$ cat config.mk
export PLATFORM = sky130hd
export DESIGN_NAME = multicycle_ctrl_flat
export DESIGN_NICKNAME = d
export VERILOG_FILES = /design/src/rtl/multicycle_ctrl_if.sv /design/src/rtl/multicycle_ctrl.sv /design/src/flat_wrapper.sv
export SDC_FILE = /design/constraint.sdc
export NUM_CORES = 1
export LEC_CHECK = 0
export CAP_MARGIN = 20
export CORE_UTILIZATION = 50
export DETAILED_ROUTE_END_ITERATION = 8
export GPL_ROUTABILITY_DRIVEN = 0
export PLACE_DENSITY = 0.84
export SYNTH_ARGS = -nofsm -noshare
export SYNTH_HDL_FRONTEND = slang
export SYNTH_SLANG_ARGS = --single-unit
$ cat constraint.sdc
create_clock -name clk -period 4.17 [get_ports clk]
set_input_delay 0.834 -clock clk [delete_from_list [all_inputs] [get_ports clk]]
set_output_delay 0.834 -clock clk [all_outputs]
set_load 0.02 [all_outputs]
$ cat src/rtl/multicycle_ctrl_if.sv
// rtl/multicycle_ctrl_if.sv - immediate-format type and unified memory port handshake for multicycle_ctrl
// master: controller side (drives mem_req, mem_write, adr_src; samples mem_ready)
// slave : memory side (samples mem_req, mem_write, adr_src; drives mem_ready)

package multicycle_ctrl_pkg;
  typedef enum logic [2:0] {
    IMM_I = 3'd0,
    IMM_S = 3'd1,
    IMM_B = 3'd2,
    IMM_J = 3'd3,
    IMM_U = 3'd4
  } immsrc_e;
endpackage

interface multicycle_ctrl_if;
  logic mem_req;    // access request, held until mem_ready
  logic mem_write;  // access is a store
  logic adr_src;    // 0: PC, 1: ALUOut as address
  logic mem_ready;  // memory completes the current access this cycle

  modport master (output mem_req, output mem_write, output adr_src, input mem_ready);
  modport slave  (input mem_req, input mem_write, input adr_src, output mem_ready);
endinterface

$ cat src/rtl/multicycle_ctrl.sv
// rtl/multicycle_ctrl.sv - main control FSM of the multicycle RV32I core
// Ports:
//   clk, rst_n      core clock, asynchronous active-low reset
//   start           leave HALT (RESET_TO_FETCH=0 only)
//   op, funct3      instruction fields from the instruction register
//   zero            ALU zero flag of the current cycle
//   mem             memory handshake (multicycle_ctrl_if.master)
//   ir_write        load instruction register + OldPC
//   pc_write        update PC from Result
//   reg_write       register file write enable
//   imm_src         immediate format for the extractor
//   alu_src_a/b     ALU operand selects
//   alu_op          00 add, 01 sub, 10 decode funct fields
//   result_src      00 ALUOut, 01 mem data, 10 ALUResult
//   illegal         sticky unsupported-opcode flag

module multicycle_ctrl
  import multicycle_ctrl_pkg::*;
#(
  parameter bit RESET_TO_FETCH = 1'b1
) (
  input  logic                 clk,
  input  logic                 rst_n,
  input  logic                 start,
  input  logic [6:0]           op,
  input  logic [2:0]           funct3,
  input  logic                 zero,
  multicycle_ctrl_if.master    mem,
  output logic                 ir_write,
  output logic                 pc_write,
  output logic                 reg_write,
  output immsrc_e              imm_src,
  output logic [1:0]           alu_src_a,
  output logic [1:0]           alu_src_b,
  output logic [1:0]           alu_op,
  output logic [1:0]           result_src,
  output logic                 illegal
);

  typedef enum logic [3:0] {
    S_HALT, S_FETCH, S_DECODE, S_MEMADR, S_MEMREAD, S_MEMWB, S_MEMWRITE,
    S_EXECR, S_EXECI, S_ALUWB, S_JAL, S_BRANCH, S_LUI, S_TRAP
  } state_t;

  localparam logic [6:0] OP_LOAD   = 7'b0000011;
  localparam logic [6:0] OP_STORE  = 7'b0100011;
  localparam logic [6:0] OP_R      = 7'b0110011;
  localparam logic [6:0] OP_I      = 7'b0010011;
  localparam logic [6:0] OP_JAL    = 7'b1101111;
  localparam logic [6:0] OP_BRANCH = 7'b1100011;
  localparam logic [6:0] OP_LUI    = 7'b0110111;

  localparam state_t RESET_STATE = RESET_TO_FETCH ? S_FETCH : S_HALT;

  state_t     state, nxt;
  logic       mem_req_q, mem_write_q, adr_src_q, pc_write_q, reg_write_q;
  logic       n_mem_req, n_mem_write, n_adr_src, n_pc_write, n_reg_write;
  immsrc_e    n_imm_src;
  logic [1:0] n_src_a, n_src_b, n_alu_op, n_result_src;
  logic       fetch_fire, branch_take;

  // A fetch completes only while the request is actually out; right after
  // reset the FETCH state holds mem_req low for one cycle.
  assign fetch_fire  = (state == S_FETCH) && mem_req_q && mem.mem_ready;
  assign branch_take = (state == S_BRANCH) &&
                       (((funct3 == 3'b000) && zero) || ((funct3 == 3'b001) && !zero));

  always_comb begin
    nxt = state;
    case (state)
      S_HALT:     if (start) nxt = S_FETCH;
      S_FETCH:    if (mem_req_q && mem.mem_ready) nxt = S_DECODE;
      S_DECODE: begin
        case (op)
          OP_LOAD, OP_STORE: nxt = S_MEMADR;
          OP_R:              nxt = S_EXECR;
          OP_I:              nxt = S_EXECI;
          OP_JAL:            nxt = S_JAL;
          OP_BRANCH:         nxt = S_BRANCH;
          OP_LUI:            nxt = S_LUI;
          default:           nxt = S_TRAP;
        endcase
      end
      S_MEMADR:   nxt = (op == OP_STORE) ? S_MEMWRITE : S_MEMREAD;
      S_MEMREAD:  if (mem.mem_ready) nxt = S_MEMWB;
      S_MEMWB:    nxt = S_FETCH;
      S_MEMWRITE: if (mem.mem_ready) nxt = S_FETCH;
      S_EXECR:    nxt = S_ALUWB;
      S_EXECI:    nxt = S_ALUWB;
      S_ALUWB:    nxt = S_FETCH;
      S_JAL:      nxt = S_ALUWB;
      S_BRANCH:   nxt = ((funct3 == 3'b000) || (funct3 == 3'b001)) ? S_FETCH : S_TRAP;
      S_LUI:      nxt = S_ALUWB;
      S_TRAP:     nxt = S_TRAP;
      default:    nxt = S_TRAP;
    endcase
  end

  // Moore outputs decoded from the state being entered, so they come out of flops.
  always_comb begin
    n_mem_req    = 1'b0;
    n_mem_write  = 1'b0;
    n_adr_src    = 1'b0;
    n_pc_write   = 1'b0;
    n_reg_write  = 1'b0;
    n_imm_src    = IMM_I;
    n_src_a      = 2'b00;
    n_src_b      = 2'b00;
    n_alu_op     = 2'b00;
    n_result_src = 2'b00;
    case (nxt)
      S_FETCH: begin
        n_mem_req    = 1'b1;
        n_src_b      = 2'b10;
        n_result_src = 2'b10;
      end
      S_DECODE: begin
        n_src_a   = 2'b01;
        n_src_b   = 2'b01;
        n_imm_src = IMM_B;
      end
      S_MEMADR: begin
        n_src_a   = 2'b10;
        n_src_b   = 2'b01;
        n_imm_src = (op == OP_STORE) ? IMM_S : IMM_I;
      end
      S_MEMREAD: begin
        n_mem_req = 1'b1;
        n_adr_src = 1'b1;
      end
      S_MEMWB: begin
        n_result_src = 2'b01;
        n_reg_write  = 1'b1;
      end
      S_MEMWRITE: begin
        n_mem_req   = 1'b1;
        n_mem_write = 1'b1;
        n_adr_src   = 1'b1;
      end
      S_EXECR: begin
        n_src_a  = 2'b10;
        n_alu_op = 2'b10;
      end
      S_EXECI: begin
        n_src_a  = 2'b10;
        n_src_b  = 2'b01;
        n_alu_op = 2'b10;
      end
      S_ALUWB:  n_reg_write = 1'b1;
      S_JAL: begin
        n_src_a    = 2'b01;
        n_src_b    = 2'b10;
        n_pc_write = 1'b1;
        n_imm_src  = IMM_J;
      end
      S_BRANCH: begin
        n_src_a  = 2'b10;
        n_alu_op = 2'b01;
      end
      S_LUI: begin
        n_src_a   = 2'b10;  // datapath forces rs1 to x0
        n_src_b   = 2'b01;
        n_imm_src = IMM_U;
      end
      default: ;
    endcase
  end

  always_ff @(posedge clk or negedge rst_n) begin
    if (!rst_n) begin
      state       <= RESET_STATE;
      mem_req_q   <= 1'b0;
      mem_write_q <= 1'b0;
      adr_src_q   <= 1'b0;
      pc_write_q  <= 1'b0;
      reg_write_q <= 1'b0;
      imm_src     <= IMM_I;
      alu_src_a   <= 2'b00;
      alu_src_b   <= 2'b00;
      alu_op      <= 2'b00;
      result_src  <= 2'b00;
      illegal     <= 1'b0;
    end else begin
      state       <= nxt;
      mem_req_q   <= n_mem_req;
      mem_write_q <= n_mem_write;
      adr_src_q   <= n_adr_src;
      pc_write_q  <= n_pc_write;
      reg_write_q <= n_reg_write;
      imm_src     <= n_imm_src;
      alu_src_a   <= n_src_a;
      alu_src_b   <= n_src_b;
      alu_op      <= n_alu_op;
      result_src  <= n_result_src;
      illegal     <= illegal | (nxt == S_TRAP);
    end
  end

  assign mem.mem_req   = mem_req_q;
  assign mem.mem_write = mem_write_q;
  assign mem.adr_src   = adr_src_q;
  assign ir_write      = fetch_fire;
  assign pc_write      = pc_write_q | fetch_fire | branch_take;
  assign reg_write     = reg_write_q;

endmodule

$ cat src/flat_wrapper.sv
// flat-port wrapper written by rule: the top's interface ports become plain ports
module multicycle_ctrl_flat import multicycle_ctrl_pkg::*;
#(
  parameter bit RESET_TO_FETCH = 1'b1
)
  (clk, rst_n, start, op, funct3, zero, ir_write, pc_write, reg_write, imm_src, alu_src_a, alu_src_b, alu_op, result_src, illegal, mem_mem_req, mem_mem_write, mem_adr_src, mem_mem_ready);
  multicycle_ctrl_if mem_i ();
  input  logic clk;
  input  logic rst_n;
  input  logic start;
  input  logic [6:0] op;
  input  logic [2:0] funct3;
  input  logic zero;
  output logic ir_write;
  output logic pc_write;
  output logic reg_write;
  output immsrc_e imm_src;
  output logic [1:0] alu_src_a;
  output logic [1:0] alu_src_b;
  output logic [1:0] alu_op;
  output logic [1:0] result_src;
  output logic illegal;
  output wire logic [$bits(mem_i.mem_req)-1:0] mem_mem_req;
  output wire logic [$bits(mem_i.mem_write)-1:0] mem_mem_write;
  output wire logic [$bits(mem_i.adr_src)-1:0] mem_adr_src;
  input wire logic [$bits(mem_i.mem_ready)-1:0] mem_mem_ready;
  assign mem_mem_req = mem_i.mem_req;
  assign mem_mem_write = mem_i.mem_write;
  assign mem_adr_src = mem_i.adr_src;
  assign mem_i.mem_ready = mem_mem_ready;
  multicycle_ctrl #(.RESET_TO_FETCH(RESET_TO_FETCH)) u_core (.clk(clk), .rst_n(rst_n), .start(start), .op(op), .funct3(funct3), .zero(zero), .mem(mem_i), .ir_write(ir_write), .pc_write(pc_write), .reg_write(reg_write), .imm_src(imm_src), .alu_src_a(alu_src_a), .alu_src_b(alu_src_b), .alu_op(alu_op), .result_src(result_src), .illegal(illegal));
endmodule
### Word level (Yosys, flattened, before mapping)

Index checks and enable logic that the tools add are counted.

| word-level totals | value |
|---|---|
| input port bits | 15 |
| bits in writable memories | 0 |
| logic and storage cells | 89 |
| register bits | 21 |
| ROM bits | 0 |
| memories | 0 |
| bits in latches | 0 |
| output and inout port bits | 18 |

| operators by class | value |
|---|---|
| reductions and logical operators | 22 |
| equality and inequality tests | 33 |
| div/mod/pow operators | 0 |
| multiplexer cells | 19 |
| shifts and indexed selects | 0 |
| $lt $le $gt $ge | 0 |
| add/sub/neg operators | 0 |
| multiply operators | 0 |
| bitwise logic cells | 3 |

Operators by type and width:

| kind | number |
|---|---|
| 4-bit == test, second input constant | 11 |
| 4-bit one-hot mux with 9 select lines | 1 |
| 4-bit by 3-bit == test with 1-bit output, second input constant | 8 |
| 4-bit one-hot mux with 6 select lines | 1 |
| 7-bit by 6-bit == test with 1-bit output, second input constant | 3 |
| 4-bit 2-to-1 mux | 5 |
| 4-bit by 2-bit == test with 1-bit output, second input constant | 4 |
| 2-bit one-hot mux with 2 select lines | 4 |
| 7-bit == test, second input constant | 2 |
| 2-bit OR reduction | 7 |
| 3-bit one-hot mux with 4 select lines | 1 |
| 4-bit by 1-bit == test with 1-bit output, second input constant | 2 |
| 4-bit OR reduction | 2 |
| 7-bit by 2-bit == test with 1-bit output, second input constant | 1 |
| 7-bit by 5-bit == test with 1-bit output, second input constant | 1 |
| 1-bit logical AND | 6 |
| 1-bit 2-to-1 mux | 6 |
| 5-bit OR reduction | 1 |
| 4-bit zero test | 1 |
| 3-bit by 1-bit == test with 1-bit output, second input constant | 1 |
| 3-bit zero test | 1 |
| 1-bit OR | 3 |
| 3-bit OR reduction | 1 |
| 1-bit logical OR | 2 |
| other kinds (2) | 2 |

### Depth between registers and ports, before layout

| depth | value |
|---|---|
| word-level depth | 7 |
| depth in mapped cells | 8 |
| gate-level depth less buffers | 6 |

### Least setup slack after synthesis

No wires, ideal clock.

| path | value |
|---|---|
| kind | input -> output |
| start point | in mem_mem_ready |
| end point | out pc_write |
| path buffers | 0 |
| stages | 3 |
| slack | 1.538 ns |
| data required time | 3.336 ns |
| arrival time | 1.798 ns |
| cells stage by stage | nand4b_1 nor3_1 a311o_1 |

| on the way | value |
|---|---|
| longest elaborated chain between the ends | 3 |

Ends and longest elaborated chain:

| item | RTL line | RTL |
|---|---|---|
| from (decl) | flat_wrapper.sv:26 | `input wire logic [$bits(mem_i.mem_ready)-1:0] mem_mem_ready;` |
| 1-bit logical AND | multicycle_ctrl.sv:64 | `assign fetch_fire = (state == S_FETCH) && mem_req_q && mem.mem_ready;` |
| via ir_write | flat_wrapper.sv:14 | `output logic ir_write;` |
| 1-bit OR (2 in a row) | multicycle_ctrl.sv:203 | `assign pc_write = pc_write_q \| fetch_fire \| branch_take;` |
| to (decl) | flat_wrapper.sv:15 | `output logic pc_write;` |

The timed path passes the listed nets, and every way through them passes these cells.

### Worst setup path in the final report

| path | value |
|---|---|
| start point | in mem_mem_ready |
| end point | out pc_write |

| on the way | value |
|---|---|
| longest elaborated chain between the ends | 3 |

Ends and longest elaborated chain:

| item | RTL line |
|---|---|
| 1-bit logical AND | multicycle_ctrl.sv:64 |
| 1-bit OR (2 in a row) | multicycle_ctrl.sv:203 |

Every way passes these cells.

==> results_dict.tcl <==
set metrics [dict create \
    status "complete, no violations" \
    synth.distinct_cells 45 \
    ys_ff_latch 21 \
    muxShareOfSynthArea_pct 0.987 \
    clk_pin_slew_worst_paths_ns 0.10 \
    fin_crit_ns 3.34 \
    dr_wl_met3_um 195 \
    p_comb_share_pct 51.6 \
    grt_max_degree 22 \
    swShare_pct 41.3 \
    via_per_inst 5.71 \
    fmax_mhz 299 \
    numCtsBuffers 3 \
    synth-compound-area-share_pct 16.0 \
    antenna_found_initial 0 \
    drt-met1-wl_um 981 \
    drc_errors 0 \
    dp_cells 165 \
    synth_xor_xnor_area_share_pct 1.54 \
    io-pin-count 33 \
    peakVddDrop_uv 498 \
    htreeDepth 1 \
    synth_top_area_share_pct 43.9 \
    leakage_uw 0.000607 \
    fin_cells 170 \
    power_uw 861 \
    row_count 16 \
    skew_ns 0.00445 \
    cp-startpoint "mem_mem_ready" \
    whs_ns 0.488 \
    synth.top_cells.by_count "dfrtp_1 (20), nand2_1 (8), nor2_1 (7)" \
    clockPowerShare_pct 10.8 \
    top_layer_used "met4" \
    drt_iter0_drc 38 \
    netlist_area_mm2 0.00114 \
    syn_inst 112 \
    synthSimpleGateAreaFrac_pct 28.0 \
    cts_tree "done" \
    ys.flop_type "dfrtp_1" \
    cts_resized 0 \
    clock_latency_ns 0.31 \
    wl_per_cell_um 14.5 \
    synthAdderAreaFrac_pct 0.987 \
    grt.total_usage_pct 22.7 \
    crit_path_max_fanout 6 \
    antenna_cells 0 \
    num-fill-cells 155 \
    hold_buffers 0 \
    dieArea_mm2 0.00248 \
    yosys.cell_count.top_type "dfrtp_1" \
    dpl.hpwl_mm 1.84 \
    finalSetupTns_ns 0 \
    hold_start "u_core.illegal" \
    utilization_pct 71.8 \
    grt_pass1_wl_mm 3.95 \
    worstPathArrival_ns 2.51 \
    initial_core_util_pct 55.3 \
    core_area_mm2 0.00206 \
    drt-total-wl_mm 2.47 \
    ys_warn_count 0 \
    slew_violations 0 \
    p_seq_share_pct 37.5 \
    overflow 0 \
    met2_length_mm 1.27 \
    die_w_um 49.8 \
    rr_startpoint "u_core.state[0]" \
    async_flop_share_pct 100 \
    ys_seq_area_share_pct 46.2 \
    num_vias 971 \
    hp-class "reg -> reg" \
    synth_edf_count 0 \
    rsz0062_at_grt "no" \
    yosysTopAreaCell "dfrtp_1" \
    synth.area.top_cells "dfrtp_1 (44%), nor2b_1 (2.7%), a21oi_1 (2.6%)" \
    synth_nets 127 \
    switchingPower_uw 356 \
    start_kind "input port" \
    setup_viol 0 \
    crit_required_ns 3.34 \
    end_kind "output pin" \
    finalCritPeriodShare_pct 80.2 \
    portBuffers 32 \
    nets 159 \
    drtAntennaViolNets 0 \
    final_layout_size_suffix_gt1_share_pct 9.79 \
    hold_viol_final 0 \
    post_synth.cell_area_avg_um2 10.2 \
    post_cts_buffers 0 \
    cap_violations 0 \
    relSlewSlack_pct 42.2 \
    die_h_um 49.8 \
    crit_type "in -> out" \
    grt_pass1_vias 866 \
    synth_top_family_by_area "simple AND/OR/NAND/NOR gates" \
    clock_path_buffers 2 \
    clock-sinks 21 \
    tightest_slew_ns 0.865 \
    synthToLayoutAreaGrowth_pct 29.7 \
    cts_root_buf "clkbuf_4" \
    p_int_uw 505 \
    p_per_area_mw_per_mm2 581 \
    first_pass_iters 4 \
]
critical path, stage by stage:
cell and delay (ns):
clkdlybuf4s50_1 0.57, nand4b_1 0.15, nor3_1 0.20, a311o_1 0.15, clkdlybuf4s50_1 0.60
cells by family after synthesis:
kind of cell / count (synthesis)
buffers and inverters: 13
and+or+nand+nor: 48
muxes: 1
AOI/OAI and AO/OA: 26
DFF: 21
xor gates and xnor gates: 2
adders and majority gates: 1
placed cells by master, fill, tap and decap left out, drive strengths merged, types with 2 or more instances in the layout:
cell type and n:
a21oi 6, a31oi 2, clkbuf 4, clkdlybuf4s50 32, dfrtp 20, inv 7, nand2 8, nand2b 3
nand3b 3, nand4 2, nor2 7, nor2b 5, nor3 6, o21ai 5, o22ai 4, or2b 2
or3b 2, xor2 2
layout make-up:
class	count	area, um2	area share, %
multi-input cells	78	542	36.6
inverters	7	26.3	1.78
flip-flops and latches	21	527	35.6
clock buffers	4	26.3	1.78
repair buffers	33	325	22.0
well taps	27	33.8	2.28
path summary, 6_finish.rpt:
kind / to / slack, ns / depth (start not counted)
worst max-delay path: pc_write / 0.83 / 5
worst min-delay path: u_core.illegal / 0.49 / 1
worst max register to register: u_core.alu_op[1] / 1.72 / 6
worst min register to register: u_core.illegal / 0.49 / 1
max in group asynchronous: u_core.imm_src[1] / 2.63 / 1
min in group asynchronous: u_core.imm_src[2] / 1.01 / 1
routing by layer:
layer / global-route usage [%] / vias up
li1: - / 462
met1: 27.1 / 461
met2: 36.0 / 46
met3: 7.41 / 2
met4: 11.9 / 0
met5: 0 / -
power by group through the flow:
stage,registers [uW],clock network [uW],logic (uW)
3_3_place_gp,325,0,428
5_1_grt,332,106,478
6_report,323,93.3,444
3_5_place_dp,327,0,437
2_1_floorplan,343,0,270
4_1_cts,322,96.0,441
per-stage QoR:
step / area (um2) / setup WS [ns]
after floorplan: 1140 / 1.54
after global placement: 1450 / 0.892
after detailed placement: 1450 / 0.810
after CTS: 1480 / 0.846
after global routing: 1480 / 0.690
final: 1480 / 0.827
registers in the layout, summed over array words and instances (netlist names):
register              count
u_core.alu_op             2
u_core.reg_write          1
u_core.illegal            1
u_core.state              4
u_core.result_src         2
u_core.imm_src            3
u_core.pc_write_q         1
u_core.alu_src_a          2
u_core.mem.mem_req        1
u_core.alu_src_b          2
u_core.mem.mem_write      1
u_core.mem.adr_src        1
No activity file was read; power rests on OpenSTA's default activity.
